`src/rtl/alu_cmd_sequencer.sv`:
```
// alu_cmd_sequencer
// Operator-side front end for the N-bit ALU. Three bouncing active-low push
// buttons are synchronised and debounced into one-cycle press events. Those
// events step a four-stage command FSM that loads operand A, then operand B,
// then lets the operator pick an opcode, and finally captures the ALU result
// and flags for display.
//
// Ports
//   clk, rst                 system clock, asynchronous active-high reset
//   sw[N-1:0]                raw operand switches, sampled on a next event
//   btn_next/btn_up/btn_down raw active-low buttons (asynchronous, bouncing)
//   alu_a, alu_b             registered operands driven to the ALU
//   alu_control[3:0]         registered opcode driven to the ALU
//   alu_result, alu_v/c/n/z  combinational ALU result and flags
//   res_q, flags_q           captured result and flags {v,c,n,z}
//   stage[1:0]               current FSM stage (0 LOAD_A .. 3 SHOW)
//   disp_val[3:0]            nibble for the result 7-seg display
//   done                     one-cycle pulse when a result is captured
module alu_cmd_sequencer #(
   parameter int N               = 4,
   parameter int DEBOUNCE_CYCLES = 500000,
   parameter int NUM_OPS         = 10
) (
   input  logic         clk,
   input  logic         rst,
   input  logic [N-1:0] sw,
   input  logic         btn_next,
   input  logic         btn_up,
   input  logic         btn_down,
   output logic [N-1:0] alu_a,
   output logic [N-1:0] alu_b,
   output logic [3:0]   alu_control,
   input  logic [N-1:0] alu_result,
   input  logic         alu_v,
   input  logic         alu_c,
   input  logic         alu_n,
   input  logic         alu_z,
   output logic [N-1:0] res_q,
   output logic [3:0]   flags_q,
   output logic [1:0]   stage,
   output logic [3:0]   disp_val,
   output logic         done
);

   localparam int CW = (DEBOUNCE_CYCLES > 1) ? $clog2(DEBOUNCE_CYCLES) : 1;
   localparam logic [CW-1:0] CNT_LAST = CW'(DEBOUNCE_CYCLES - 1);
   localparam logic [3:0]    LAST_OP  = 4'(NUM_OPS - 1);

   typedef enum logic [1:0] {
      LOAD_A = 2'd0,
      LOAD_B = 2'd1,
      SEL_OP = 2'd2,
      SHOW   = 2'd3
   } state_t;

   state_t        state;
   logic [2:0]    btn_raw;
   logic [2:0]    sync_1;
   logic [2:0]    sync_2;
   logic [2:0]    accepted;
   logic [2:0]    accepted_d;
   logic [2:0]    press;
   logic [CW-1:0] db_cnt [3];
   logic          ev_next;
   logic          ev_up;
   logic          ev_down;

   assign btn_raw = {btn_next, btn_up, btn_down};
   assign ev_next = press[2];
   assign ev_up   = press[1];
   assign ev_down = press[0];

   // Button conditioning, one lane per button. The raw level goes through a
   // two-flop synchroniser, then a counter that must see the synchronised level
   // disagree with the accepted level for DEBOUNCE_CYCLES consecutive cycles
   // before the accepted level follows it; any agreeing sample restarts the
   // count, so bounces never get through. A press is an accepted 1->0 step,
   // detected against a delayed copy so the pulse lands one edge after the
   // acceptance. Everything idles at "released" (1) out of reset, which is why
   // a button held through reset still produces exactly one press afterwards.
   always_ff @(posedge clk or posedge rst) begin
      if (rst) begin
         sync_1     <= '1;
         sync_2     <= '1;
         accepted   <= '1;
         accepted_d <= '1;
         press      <= '0;
         for (int i = 0; i < 3; i++) begin
            db_cnt[i] <= '0;
         end
      end else begin
         sync_1     <= btn_raw;
         sync_2     <= sync_1;
         accepted_d <= accepted;
         press      <= accepted_d & ~accepted;
         for (int i = 0; i < 3; i++) begin
            if (sync_2[i] == accepted[i]) begin
               db_cnt[i] <= '0;
            end else if (db_cnt[i] == CNT_LAST) begin
               accepted[i] <= sync_2[i];
               db_cnt[i]   <= '0;
            end else begin
               db_cnt[i] <= db_cnt[i] + 1'b1;
            end
         end
      end
   end

   // Command FSM. A next event always wins: it advances the stage and, in
   // SEL_OP, discards any up/down arriving in the same cycle, so the opcode is
   // frozen on the capture cycle and the ALU output being sampled has had at
   // least a full cycle to settle. Up and down together cancel out. Operands
   // and opcode survive the SHOW->LOAD_A wrap so the operator can re-run with
   // small edits.
   always_ff @(posedge clk or posedge rst) begin
      if (rst) begin
         state       <= LOAD_A;
         alu_a       <= '0;
         alu_b       <= '0;
         alu_control <= '0;
         res_q       <= '0;
         flags_q     <= '0;
         done        <= 1'b0;
      end else begin
         done <= 1'b0;
         case (state)
            LOAD_A: begin
               if (ev_next) begin
                  alu_a <= sw;
                  state <= LOAD_B;
               end
            end
            LOAD_B: begin
               if (ev_next) begin
                  alu_b <= sw;
                  state <= SEL_OP;
               end
            end
            SEL_OP: begin
               if (ev_next) begin
                  res_q   <= alu_result;
                  flags_q <= {alu_v, alu_c, alu_n, alu_z};
                  done    <= 1'b1;
                  state   <= SHOW;
               end else if (ev_up && !ev_down) begin
                  alu_control <= (alu_control == LAST_OP) ? 4'd0 : alu_control + 4'd1;
               end else if (ev_down && !ev_up) begin
                  alu_control <= (alu_control == 4'd0) ? LAST_OP : alu_control - 4'd1;
               end
            end
            SHOW: begin
               if (ev_next) begin
                  state <= LOAD_A;
               end
            end
            default: begin
               state <= LOAD_A;
            end
         endcase
      end
   end

   assign stage = state;

   // Display nibble follows what the operator is currently working on: the
   // live switches while loading operands, the opcode while selecting, and the
   // captured result once shown.
   always_comb begin
      disp_val = sw[3:0];
      case (state)
         SEL_OP:  disp_val = alu_control;
         SHOW:    disp_val = res_q[3:0];
         default: disp_val = sw[3:0];
      endcase
   end

endmodule

```
`config.mk`:
```
export PLATFORM = sky130hd
export DESIGN_NAME = alu_cmd_sequencer
export DESIGN_NICKNAME = d
export VERILOG_FILES = /design/src/rtl/alu_cmd_sequencer.sv
export SDC_FILE = /design/constraint.sdc
export NUM_CORES = 1
export LEC_CHECK = 0
export CAP_MARGIN = 20
export CORE_AREA = 2 2 97 99
export DETAILED_ROUTE_END_ITERATION = 10
export DIE_AREA = 0 0 99 101
export PLACE_DENSITY = 0.87
export SETUP_SLACK_MARGIN = 0.5
export SYNTH_ARGS = -nofsm -noshare
export SYNTH_HDL_FRONTEND = slang
export SYNTH_SLANG_ARGS = --single-unit
```
`constraint.sdc`:
```
create_clock -name clk -period 3 [get_ports clk]
set_input_delay 0.6 -clock clk [delete_from_list [all_inputs] [get_ports clk]]
set_output_delay 0.6 -clock clk [all_outputs]
set_load 0.01 [all_outputs]
```
# Yosys cells after proc, flatten, opt, wreduce, memory -nomap -nowiden
# Index checks and enable logic that the tools add are counted.
dict set report totals {
  elab_cells 75
  input_bits 17
  output_inout_bits 27
  reg_bits 95
}
dict set report op_classes {
  n_reduce_logical 15
  addsub 5
  n_mux 18
  n_eq_ne 14
  n_bitwise 6
}
# cell count
set op_table {}
lappend op_table {{19-bit 2-to-1 mux} 6}
lappend op_table {{19-bit by 1-bit adder with 19-bit output, second input constant} 3}
lappend op_table {{19-bit equality test, second input constant} 3}
lappend op_table {{4-bit 2-to-1 mux} 4}
lappend op_table {{2-bit AND reduction} 6}
lappend op_table {{2-bit 2-to-1 mux} 4}
lappend op_table {{2-bit != test, second input constant} 4}
lappend op_table {{2-bit one-hot mux with 4 select lines} 1}
lappend op_table {{4-bit one-hot mux with 2 select lines} 1}
lappend op_table {{4-bit by 1-bit adder with 4-bit output, second input constant} 1}
lappend op_table {{2-bit equality test, second input constant} 2}
lappend op_table {{4-bit equality test, second input constant} 1}
lappend op_table {{4-bit zero test} 1}
lappend op_table {{1-bit NOT} 4}
lappend op_table {{4-bit AND reduction} 1}
lappend op_table {{4-bit by 1-bit subtractor with 4-bit output, second input constant} 1}
lappend op_table {{3-bit AND} 1}
lappend op_table {{1-bit equality test} 3}
lappend op_table {{3-bit NOT} 1}
lappend op_table {{3-bit AND reduction} 1}
lappend op_table {{2-bit by 1-bit equality test with 1-bit output, second input constant} 1}
lappend op_table {{1-bit logical AND} 2}
lappend op_table {{1-bit zero test} 2}
lappend op_table {{2-bit zero test} 1}
lappend op_table {{2 further kinds} 3}

# Depth between registers and ports, before layout
dict set report logic_depth {
  word_depth 4
  mapped_depth 8
  ltp_nobuf 6
}

# Worst setup path before layout
# No wires, ideal clock.
dict set report synth_timing {
  path_type {flip-flop to flip-flop}
  from {reg state[0] (netlist: stage[0])}
  to {reg alu_control[3]}
  t_required_ns 2.909
  synth_period_minus_slack_ns 1.955
  stages_incl_launch_ff 9
  t_arrival_ns 1.865
  setup_slack_ns 1.045
  path_buffers 2
  setup_time_ns 0.091
  path_cell_list {dfrtp_1 > inv_1 > ha_1 > buf_2 > or3b_2 > buf_2 > nor3_1 > mux2i_1 > o221ai_1}
}
dict set report synth_via {
  elab_chain_len 2
}
# element line_no
set synth_lines {}
lappend synth_lines {{from (decl)} 56} ;# state_t state;
lappend synth_lines {{from (signal assigned)} 117} ;# state <= LOAD_A;
lappend synth_lines {{from (signal assigned)} 130} ;# state <= LOAD_B;
lappend synth_lines {{from (signal assigned)} 136} ;# state <= SEL_OP;
lappend synth_lines {{2-bit equality test} 126} ;# case (state)
lappend synth_lines {{3-bit AND reduction (no source line)} -}
lappend synth_lines {{to (signal assigned)} 146} ;# alu_control <= (alu_control == LAST_OP) ? 4'd0 : alu_control + 4'd1;
lappend synth_lines {{to (signal assigned)} 148} ;# alu_control <= (alu_control == 4'd0) ? LAST_OP : alu_control - 4'd1;
lappend synth_lines {{to (decl)} 32} ;# output logic [3:0] alu_control,
# No other way between the ends.
# A chain may end at the register's enable or synchronous reset.

# Final worst setup path
dict set report layout_timing {
  from {reg state[0] (netlist: stage[0])}
  to {out disp_val[1]}
}
dict set report layout_via {
  elab_chain_len 2
  elab_cells_between_ends 3
  classes_between {eq/ne: 2; mux: 1}
}
# element line_no
set layout_lines {}
lappend layout_lines {{2-bit equality test} 170} ;# case (state)
lappend layout_lines {{4-bit one-hot mux with 2 select lines *} 170}
lappend layout_lines {{to (decl)} 41} ;# output logic [3:0] disp_val,
# Every way passes the cells marked *; elsewhere a longest branch is shown, timed or not.

==> impl_metrics.toml <==
[run_status]
status = "completed"

[grt]
grt_pass1_wl_um = 15500
grtUsageTotal_pct = 19.1
antenna_found_initial = 0
grt_overflow = 0
grt_max_degree = 47
grt_pass1_vias = 3409

[critical_path]
worstSetupStartpointType = "register"
cp-end-kind = "output port"
crit_required_ns = 2.40
critPathKind = "register to output port"
critPathBufInv = 2
path_cells = "inv_2, ha_4, a22oi_1, nand2_1, dlygate4sd2_1"
cp_top_family = "flip-flops"
max_stage_delay_ns = 0.42
crit_fanout = 9
slowest_stage = "dfrtp_1"
cp.arrival_ns = 1.65

[timing]
final.setup.worst_slack_ns = 0.752
max_freq_ghz = 0.445
setup_violations = 0
setup_tns_ns = 0
final_max_slew_viol_count = 0
slew_headroom_pct = 52.3
hold_viol_final = 0
post-route-period-util_pct = 74.9
finalCriticalPeriod_ns = 2.25
skew_ns = 0.00538
rsz0062_at_grt = "no"
tightest_slew_ns = 0.715

[power_and_ir_drop]
p_sw_mw = 0.520
clkPwrFrac_pct = 36.6
intPower_mw = 1.79
p_seq_share_pct = 57.6
netSwitchingFraction_pct = 22.6
pwr-share-comb_pct = 5.8
irDropWorstVdd_v = 0.000279
powerDensity_nw_per_um2 = 434
p_leak_nw = 2.14

[synthesis]
synthArstFlopShare_pct = 100
synth_cell_types = 46
ys_ff_latch = 95
syn_nets = 465
synthCells = 440
syn_area_um2 = 4550
avgSynthCellArea_um2 = 10.3
yosys_warnings = 0
yosysSeqAreaShare_pct = 52.6
synth-main-ff-cell = "dfrtp_1"
synth_edf_count = 0

[clock_tree]
clkLatencyLatePin_ns = 0.36
htreeDepth = 3
cts_buffer_depth = 2
numCtsBuffers = 9
ctsRootBufferMaster = "clkbuf_8"
clock-sinks = 95
clk_pin_slew_ns = 0.09
postCtsHoldBufs = 0
cts_tree = "done"

[detailed_routing]
wl_per_cell_um = 14.9
drtIter0Drc = 170
vias = 3411
ant_nets = 0
first_pass_iters = 4
m1WireLength_um = 3960
drc_errors = 0
met2_length_um = 4530
highest_layer = "met4"
met3_wirelength_um = 296
wl_um = 8930
via_per_inst = 5.70

[die]
initial_utilization_pct = 50.7
ios = 44
die_area_um2 = 10000
die_h_um = 101
core_um2 = 8980
rows = 35
die_w_um = 99

[cells_and_area]
num_antenna_cells = 0
nets = 507
drive_gt1_share_pct = 13.3
synthToLayoutAreaGrowth_pct = 16.9
final_cells = 598

[job]
maxCapViolCount = 0

[worst_hold_path]
worstHoldPathType = "register to register"

[placement]
dp_cells = 581
port_buffers = 43
dp.final_hpwl_um = 6360
place_ws_ns = 0.614
gp_congestion = 0.869
cells by family (layout without fill, tap and decap cells):
logic type	after synthesis	in the layout	share of synthesized area, %
compound gates	39	39	5.75
mux	22	22	5.39
flops	95	95	52.6
xor+xnor	44	44	8.47
fa+ha+maj	8	8	2.20
buf+inv	33	80	3.19
simple gates	199	199	22.4
sequential cells by signal, summed over array words and instances, names as in the netlist:
signal	count
alu_b	4
done	1
sync_2	3
accepted_d	3
alu_control	4
stage	2
alu_a	4
flags_q	4
press	3
db_cnt	57
accepted	3
res_q	4
sync_1	3
power by group through the flow:
stage          Clock, mW  Sequential, mW  Combinational, mW
2_1_floorplan          0            1.35             0.0641
4_1_cts            0.870            1.33              0.138
3_5_place_dp           0            1.35              0.138
3_3_place_gp           0            1.35              0.134
6_report           0.843            1.33              0.134
5_1_grt            0.924            1.33              0.149
per-layer routing:
layer | vias up | GRT usage (%)
li1 | 1622 | -
met1 | 1705 | 23.9
met2 | 71 | 33.1
met3 | 13 | 4.30
met4 | 0 | 6.53
met5 | - | 0
metrics by stage:
stage	utilization [%]	hold WS [ns]	total power [mW]	instance area, µm²
final	59.2	0.360	2.31	5320
after global routing	59.2	0.367	2.41	5320
after CTS	59.1	0.363	2.34	5310
after detailed placement	56.6	0.350	1.49	5080
after global placement	56.6	0.347	1.49	5080
after floorplan	-	0.345	1.42	4550
final timing paths:
| kind | startpoint | to | slack (ns) | depth (start not counted) |
|---|---|---|---|---|
| max in group asynchronous | rst | stage[1]$_DFFE_PP0P_ | 1.64 | 3 |
| max reg2reg | db_cnt[38]$_DFF_PP0_ | db_cnt[46]$_DFF_PP0_ | 0.86 | 5 |
| max | stage[0]$_DFFE_PP0P_ | disp_val[1] | 0.75 | 5 |
| min reg2reg | sync_1[0]$_DFF_PP1_ | sync_2[0]$_DFF_PP1_ | 0.36 | 0 |
| min | sync_1[0]$_DFF_PP1_ | sync_2[0]$_DFF_PP1_ | 0.36 | 0 |
| min in group asynchronous | rst | db_cnt[30]$_DFF_PP0_ | 0.66 | 2 |
synth_stat cells, types with 7 or more instances:
master,n,area (µm²)
a21oi_1,14,70.1
clkbuf_1,9,33.8
dfrtp_1,83,2080
dfstp_2,12,315
ha_1,8,100
inv_1,16,60.1
mux2_2,20,225
nand2_1,35,131
nand3_1,24,120
nand4_1,20,125
nor2_1,56,210
nor2b_1,7,43.8
nor3_1,10,50.1
nor4_1,16,100
o21ai_0,8,40.0
xnor2_1,28,245
xor2_1,16,140
cell usage in the layout, fill, tap and decap left out, drive strengths merged, types with 7 or more instances in the layout:
master / instances
clkbuf: 12
xor2: 16
a21oi: 14
ha: 8
nand2: 35
inv: 15
nand4: 20
o21ai: 9
nand3: 24
nor2: 56
dfstp: 12
mux2: 20
clkdlybuf4s50: 39
xnor2: 28
nor3: 10
nor2b: 7
dfrtp: 83
nor4: 17
timing repair:
action / 4_1_cts / 5_1_grt
endpoints found under the hold margin: 0 / 0
setup endpoints to repair: 4 / 3
resized for setup: 6 / 5
buffers inserted: 1 / 0
area by class of cell:
class                      instances  area, µm²
clock buffer                      12        145
sequential                        95       2390
tap                              111        139
fill                             690       3660
multi-input combinational        312       2030
inverter                          16       63.8
timing repair buffer              48        487
clock inverter                     4       55.1
No activity file was read; power rests on OpenSTA's default activity.
==> edit: new RTL, same settings <==
Add an input register stage for `sw`, without a reset; this delays it by one clock. The other inputs are not delayed to match.
--- a/src/rtl/alu_cmd_sequencer.sv
+++ b/src/rtl/alu_cmd_sequencer.sv
@@ -52,6 +52,12 @@
       SEL_OP = 2'd2,
       SHOW   = 2'd3
    } state_t;
+
+   logic [N-1:0] sw_q;
+
+   always_ff @(posedge clk) begin
+      sw_q <= sw;
+   end
 
    state_t        state;
    logic [2:0]    btn_raw;
@@ -126,13 +132,13 @@
          case (state)
             LOAD_A: begin
                if (ev_next) begin
-                  alu_a <= sw;
+                  alu_a <= sw_q;
                   state <= LOAD_B;
                end
             end
             LOAD_B: begin
                if (ev_next) begin
-                  alu_b <= sw;
+                  alu_b <= sw_q;
                   state <= SEL_OP;
                end
             end
@@ -166,11 +172,11 @@
    // live switches while loading operands, the opcode while selecting, and the
    // captured result once shown.
    always_comb begin
-      disp_val = sw[3:0];
+      disp_val = sw_q[3:0];
       case (state)
          SEL_OP:  disp_val = alu_control;
          SHOW:    disp_val = res_q[3:0];
-         default: disp_val = sw[3:0];
+         default: disp_val = sw_q[3:0];
       endcase
    end
 
Formal check against the unedited RTL: not equivalent (a bounded check fails within 4 cycles, from zero or initial values and one cycle with rst high).
==> edit against the unedited design <==
  * Critical path depth shrank 1
  * Total power grew 5.3%
  * Wire length grew 0.76%
  * Area after synthesis grew 1.7%
  * Setup slack gained 0.010 ns
  * Clock skew grew 0.0047 ns
  * Sequential cell count grew 4
  * Sequential power grew 4%
  * Synthesized cell count shrank 0.23%
  * Non-clock buffer count shrank 2
  * Final area grew 1.7%
  * Critical endpoint is now db_cnt[22]$_DFF_PP0_
==> edit: results (changes against the unedited design) <==
----------------------------------------------------
[Synth]
  Main area contributors after synthesis ... sky130_fd_sc_hd__dfrtp_1 (45%), sky130_fd_sc_hd__dfstp_2 (6.8%), sky130_fd_sc_hd__xnor2_1 (4.7%)
  Total nets after synthesis ... 464 (-0.22%)
  Post-synthesis async set-or-reset flop share ... 96.0% (-4.0 points)
  Xor-xnor portion of the synthesized cell area ... 7.77% (-0.71 points)
  Complex-gate fraction of the synthesized area ... 6.06% (+0.31 points)

[Global routing]
  First-pass GRT wire length ... 15500 µm (-0.26%)
  Vias in the first global route ... 3321 (-2.6%)
  GRT Overall Usage ... 19.2% (+0.064 points)
  Largest net degree at the start of global routing ... 77 (+64%)

[Power and ir drop]
  Largest vdd supply drop ... 0.211 mV (-24%)
  Standby leakage power ... 0.00220 µW (+2.8%)

[Run status]
  Run status ... complete, no violations

[Critical path]
  Top fanout value on the critical path ... 18 (+9)
  Slowest stage cell, crit path ... sky130_fd_sc_hd__or4_4
  Delay contributed by the slowest stage of the critical path ... 0.57 ns (+0.15 ns)
  Largest delay contributor family on the critical path ... simple AND/OR/NAND/NOR gates
  Data arrival time at the worst-slack endpoint ... 2.46 ns (+0.81 ns)

[Placed design]
  Dpl ws ... 0.650 ns (+0.0356 ns)
  Routability Congestion ... 0.824 (-5.1%)
  Sum of net half-perimeters after detailed placement ... 6360 µm (about the same)
  Area of placed instances ... 5140 µm² (+1.3%)

[Detailed routing]
  Starting DRT DRC Count ... 137 (-19%)
  Wire length per cell after detailed routing ... 15.1 µm (+0.93%)

[Timing]
  Final Skew ... 0.0101 ns (+0.00472 ns)

[Finish]
  Fraction of layout cells with a size suffix above 1 ... 13.6% (+0.23 points)

----------------------------------------------------
[edit: cell count changes after synthesis, moves of 3 or more]
cell,change
sky130_fd_sc_hd__or3_1,+3
sky130_fd_sc_hd__nand4_1,-4
sky130_fd_sc_hd__nor4_1,-5
sky130_fd_sc_hd__dfxtp_1,+4
sky130_fd_sc_hd__buf_2,-4
sky130_fd_sc_hd__xnor2_1,-3
sky130_fd_sc_hd__nand3_1,-3
[edit: worst reg2reg max path, delay by kind of cell, from the launching register on]
kind	cells	cell delay, ns
and+or+nand+nor	3	1.25
DFF	1	0.45
AOI/OAI and AO/OA	1	0.41
[edit: metrics by stage]
step,std cells,hold slack (ns)
6_report,597,0.364
5_1_grt,597,0.369
4_1_cts,597,0.366
3_5_place_dp,580,0.352
3_3_place_gp,580,0.348
2_1_floorplan,439,0.345
[edit: cell type report]
| type | count | area [µm²] | share of cell area, % |
|---|---|---|---|
| clock buffers | 9 | 124 | 2.29 |
| clock inverters | 7 | 98.8 | 1.83 |
| inverters | 14 | 56.3 | 1.04 |
| multi-input cells | 311 | 2040 | 37.7 |
| flip-flops and latches | 99 | 2470 | 45.7 |
| well taps | 111 | 139 | 2.57 |
| repair buffers | 46 | 475 | 8.79 |
[edit: worst paths after layout]
kind	startpoint	endpoint	slack, ns	depth (start not counted)
max in group asynchronous	rst	sync_2[2]$_DFF_PP1_	1.65	3
min in group asynchronous	rst	db_cnt[15]$_DFF_PP0_	0.60	2
setup / recovery	db_cnt[24]$_DFF_PP0_	db_cnt[22]$_DFF_PP0_	0.76	4
hold / removal	sync_1[1]$_DFF_PP1_	sync_2[1]$_DFF_PP1_	0.36	0
hold reg to reg	sync_1[1]$_DFF_PP1_	sync_2[1]$_DFF_PP1_	0.36	0
setup reg to reg	db_cnt[24]$_DFF_PP0_	db_cnt[22]$_DFF_PP0_	0.76	4
[edit: routing by layer]
metal	up-vias	GRT usage [%]	part of all wire (%)
met4	0	6.22	1.2
met5	-	0	0
met1	1651	23.5	42
met3	10	3.74	3.8
met2	78	34.3	53
li1	1617	-	-
[edit: repair_timing]
action	in CTS	in global routing
buffers inserted	1	0
endpoints found under the setup margin	4	4
pin swaps	0	0
gates resized for setup	5	4
gates cloned	0	0
[edit: cells by family after synthesis]
family                     count (synthesis)
and+or+nand+nor                          196
buffers and inverters                     29
AOI/OAI and AO/OA                         43
adders and majority gates                  8
DFF                                       99
muxes                                     23
xor gates and xnor gates                  41
[edit: power breakdown]
part	total (µW)	switching (µW)	leakage (µW)	internal, µW
logic	113	60.1	0.000801	52.9
registers	1380	21.3	0.00129	1360
clock network	936	460	0.000110	475
total	2430	542	0.00220	1890
